## src/rtl/clock_dec_pipe.sv

```systemverilog
// WIDTH-bit, DEPTH-stage delay pipeline with per-stage valid bits.
// The pipeline stalls when io_en is low, io_flush clears every valid bit, and io_count tracks occupancy.
module clock_dec_pipe #(
    parameter int unsigned      WIDTH     = 8,
    parameter int unsigned      DEPTH     = 4,
    parameter logic [WIDTH-1:0] RESET_VAL = '0
) (
    input  logic                           myClock,
    input  logic                           myNewReset,
    input  logic                           io_en,
    input  logic                           io_flush,
    input  logic                           io_in_valid,
    input  logic [WIDTH-1:0]               io_in_bits,
    output logic                           io_out_valid,
    output logic [WIDTH-1:0]               io_out_bits,
    output logic [$clog2(DEPTH+1)-1:0]     io_count
);

    localparam int unsigned CNT_W = $clog2(DEPTH + 1);

    logic [WIDTH-1:0] data_q [DEPTH];
    logic [WIDTH-1:0] data_d [DEPTH];
    logic [DEPTH-1:0] vld_q, vld_d;
    logic [CNT_W-1:0] cnt_q, cnt_d;

    // Shift on advance, hold on stall; flush clears only valid bits and the counter.
    always_comb begin
        data_d = data_q;
        vld_d  = vld_q;
        cnt_d  = cnt_q;
        if (io_en) begin
            data_d[0] = io_in_bits;
            vld_d[0]  = io_in_valid;
            for (int unsigned i = 1; i < DEPTH; i++) begin
                data_d[i] = data_q[i-1];
                vld_d[i]  = vld_q[i-1];
            end
            cnt_d = cnt_q + CNT_W'(io_in_valid) - CNT_W'(vld_q[DEPTH-1]);
        end
        if (io_flush) begin
            vld_d = '0;
            cnt_d = '0;
        end
    end

    always_ff @(posedge myClock or posedge myNewReset) begin
        if (myNewReset) begin
            for (int unsigned i = 0; i < DEPTH; i++) begin
                data_q[i] <= RESET_VAL;
            end
            vld_q <= '0;
            cnt_q <= '0;
        end else begin
            data_q <= data_d;
            vld_q  <= vld_d;
            cnt_q  <= cnt_d;
        end
    end

    assign io_out_bits  = data_q[DEPTH-1];
    assign io_out_valid = vld_q[DEPTH-1];
    assign io_count     = cnt_q;

endmodule

```

## config.mk

```make
export PLATFORM = sky130hd
export DESIGN_NAME = clock_dec_pipe
export DESIGN_NICKNAME = d
export VERILOG_FILES = /design/src/rtl/clock_dec_pipe.sv
export SDC_FILE = /design/constraint.sdc
export NUM_CORES = 1
export LEC_CHECK = 0
export ABC_AREA = 1
export CAP_MARGIN = 20
export CORE_ASPECT_RATIO = 1.4
export CORE_MARGIN = 3
export CORE_UTILIZATION = 47
export CTS_BUF_LIST = sky130_fd_sc_hd__clkbuf_16
export DETAILED_ROUTE_END_ITERATION = 16
export GPL_TIMING_DRIVEN = 1
export PLACE_DENSITY = 0.83
export SYNTH_ARGS = -nofsm -noshare
export SYNTH_HDL_FRONTEND = slang
export SYNTH_SLANG_ARGS = --single-unit
export TNS_END_PERCENT = 30
```

## constraint.sdc

```tcl
create_clock -name myClock -period 1.7 [get_ports myClock]
set_clock_uncertainty 0.2 [all_clocks]
set_input_delay 0.17 -clock myClock [delete_from_list [all_inputs] [get_ports myClock]]
set_output_delay 0.17 -clock myClock [all_outputs]
set_load 0.01 [all_outputs]
```

==> flow_summary.toml <==
[placed_design]
dpl_cell_area_um2 = 1890
gp_congestion = 0.687
dp_hpwl_mm = 1.82
port-buffer-count = 24

[grt]
grt_first_pass_wirelength_mm = 5.38
gr-usage-all-layers = 0.160
globalRoute.totalOverflow = 0
grt_max_degree = 40
first_global_vias = 1281
grt_antenna_before_repair = 0

[yosys]
ys_top_cells_by_area = "sky130_fd_sc_hd__dfrtp_1 58%, sky130_fd_sc_hd__nand2_1 11%, sky130_fd_sc_hd__o21ai_0 5.4%, sky130_fd_sc_hd__o21ai_2 5.2%, sky130_fd_sc_hd__inv_1 5.1%"
cell_type_with_the_largest_total_area_after_synthesis = "sky130_fd_sc_hd__dfrtp_1"
synthTopCellsByCount = "49 x sky130_fd_sc_hd__nand2_1, 39 x sky130_fd_sc_hd__dfrtp_1, 23 x sky130_fd_sc_hd__inv_1"
synth.yosys.seq_area_share = 0.580
async_reset_ff_frac = 1.00
postSynthCellCount = 171
post-synth-top-count-cell = "sky130_fd_sc_hd__nand2_1"
number_of_nets_in_the_synthesized_netlist = 187
synth.yosys.warnings = 0
share_of_yosys_cell_area_claimed_by_the_top_area_cell_type = 0.580
yosys_most_used_dff = "sky130_fd_sc_hd__dfrtp_1"
post_synth_num_cell_types = 18
synth-seq-cells = 39
synth_enable_flop_cells = 0
syn-mean-instance-area_um2 = 9.84
syn_area_um2 = 1680

[clock_tree]
path_clk_slew_ns = 0.05
clk_root_buffer_cell = "sky130_fd_sc_hd__clkbuf_16"
h_tree_depth = 2
tritoncts = "done"
clock_sink_count = 39
cts-buffers-inserted = 5
worstSkewPairLatency_ns = 0.27
cts_max_path_buffers = 2

[worst_setup_path]
crit_fanout = 3
critPathTopFamily = "adder cells"
setup.worst_path.class = "reg2reg"
worst_ep_arrival_time_ns = 1.84
reg2regPathDepth = 11
timing.critical_path.slowest_cell_delay_ns = 0.39
critical_path.endpoint_type = "register"
critPathLaunchType = "register"
required_ns = 1.71
path_cells = "inv_2 -> ha_4 -> inv_4 -> ha_4 -> inv_2 -> fa_2 -> nand2_2 -> nand2_1 -> nor2_1 -> nor2_1 -> nor2_1"
cp.depth = 11
critical-path-top-cell-by-count = "sky130_fd_sc_hd__nor2_1"
cp.buffers_inverters = 3
timing.critical_path.slowest_stage_cell = "sky130_fd_sc_hd__dfrtp_1"

[finish]
final_nets = 209
final_layout_size_suffix_gt1_frac = 0.170
area.growth.synth_to_final_pct = 24.0
design_area_um2 = 2090
n_antenna_cell = 0

[power_and_ir_drop]
power.density_cell_area_nw_per_um2 = 1070
p_leak_nw = 1.01
power_mw = 2.23
vdd.ir_drop.worst_mv = 1.24

[drt]
post_drt_via_cell_ratio = 4.96
detail-route-antenna-nets = 0
detail_route.iter0.violations = 48
dr.pass1.iters = 4
dr_total_vias = 1160
routed_wirelength_mm = 2.87
route.detailed.wl_per_inst_um = 12.2
residual_drc_count = 0

[timing]
final_critical_path_setup_slack_ns = -0.136
max_freq_ghz = 0.545
final.period_utilization = 1.08
rsz0062_at_grt = "true"
min_period_ns = 1.84
final_max_slew_viol_count = 0
slew_headroom = 0.864
final-hold-violation-count = 0
setup_viol = 2
worst_slew_pin_slew_ns = 0.202

[floorplanning]
die_area_um2 = 4340
die_width_um = 56.6
die_y_um = 76.8
core.rowCount = 25
core_area_um2 = 3410
io-pin-count = 25
initial_core_util = 0.494

[run_status]
status = "finished, violations left"
violations = "setup timing"

[job]
max-cap-violations = 0

[min_path]
min_path_type = "in2async"
[metal layers]
metal	vias to the layer above	GRT usage	wire length [um]
met5	-	0	0
met4	0	0.116	75
met3	6	0.0421	132
met2	31	0.266	1550
met1	552	0.169	1110
li1	571	-	-
[sequential cells by signal (all words and copies together), names as in the netlist]
register and count:
io_out_bits 8, vld_q 4, io_count 3, data_q 24
[worst register-to-register path, stage by stage, from the launching register on]
cell	delay, ns
sky130_fd_sc_hd__dfrtp_1	0.39
sky130_fd_sc_hd__inv_2	0.08
sky130_fd_sc_hd__ha_4	0.21
sky130_fd_sc_hd__inv_4	0.06
sky130_fd_sc_hd__ha_4	0.11
sky130_fd_sc_hd__inv_2	0.03
sky130_fd_sc_hd__fa_2	0.36
sky130_fd_sc_hd__nand2_2	0.08
sky130_fd_sc_hd__nand2_1	0.05
sky130_fd_sc_hd__nor2_1	0.08
sky130_fd_sc_hd__nor2_1	0.04
sky130_fd_sc_hd__nor2_1	0.07
[cell families (layout without fill, tap and decap cells)]
family | Yosys count | in the layout | synth area share
DFF | 39 | 39 | 0.580
AOI/OAI and AO/OA | 32 | 32 | 0.120
and+or+nand+nor | 58 | 58 | 0.135
adders and majority gates | 3 | 3 | 0.0268
buffers and inverters | 39 | 62 | 0.139
[metrics by stage]
stage / std cells / setup slack, ns / hold slack [ns] / util / TNS [ns]
floorplan: 171 / -0.148 / 0.0866 / - / -0.259
global placement: 224 / -0.112 / 0.253 / 0.556 / -0.188
detailed placement: 224 / -0.215 / 0.258 / 0.556 / -0.361
CTS: 234 / -0.181 / 0.0521 / 0.608 / -0.277
global route: 234 / -0.273 / 0.102 / 0.612 / -0.425
finish: 234 / -0.136 / 0.0459 / 0.612 / -0.229
[report_power, final]
part | switching [mW] | internal [mW] | total, mW
combinational | 0.161 | 0.154 | 0.315
clock | 0.321 | 0.529 | 0.849
sequential | 0.0427 | 1.02 | 1.07
total | 0.524 | 1.71 | 2.23
[cell usage in the layout (no fill, tap or decap), types with 2 or more instances in the layout]
cell | netlist | routed
sky130_fd_sc_hd__o22ai_1 | 3 | 2
sky130_fd_sc_hd__clkdlybuf4s50_1 | 0 | 23
sky130_fd_sc_hd__buf_12 | 1 | 2
sky130_fd_sc_hd__o21ai_0 | 18 | 18
sky130_fd_sc_hd__nand2_2 | 1 | 2
sky130_fd_sc_hd__buf_4 | 9 | 4
sky130_fd_sc_hd__clkbuf_16 | 0 | 5
sky130_fd_sc_hd__dfrtp_1 | 39 | 38
sky130_fd_sc_hd__o21ai_2 | 10 | 10
sky130_fd_sc_hd__nand2_1 | 49 | 48
sky130_fd_sc_hd__ha_4 | 0 | 2
sky130_fd_sc_hd__nor2_1 | 4 | 4
sky130_fd_sc_hd__nand3_1 | 3 | 3
sky130_fd_sc_hd__inv_2 | 0 | 2
sky130_fd_sc_hd__inv_1 | 23 | 22
[worst paths after layout]
path,startpoint,endpoint,slack (ns)
worst min register to register,io_out_bits[0],io_out_bits[0],0.27
worst max-delay path,io_count[0],io_count[2],-0.14
worst max register to register,io_count[0],io_count[2],-0.14
worst min-delay path,myNewReset,data_q[27],0.05
max in group asynchronous,myNewReset,io_count[1],1.06
min in group myClock,io_in_bits[7],data_q[31],0.24
[timing repair]
item,4_1_cts,5_1_grt
hold buffers,0,0
buffers inserted,2,0
gates resized for setup,7,4
setup endpoints to repair,2,4
pin swaps,6,2
[final cells by class]
class | instances | area (um2)
clock buffers | 5 | 125
clock inverters | 3 | 12.5
repair buffers | 30 | 313
fillers | 277 | 1320
flip-flops and latches | 39 | 977
inverters | 24 | 100
well taps | 40 | 50.0
multi-input cells | 93 | 509
(Power assumes the default switching activity.)
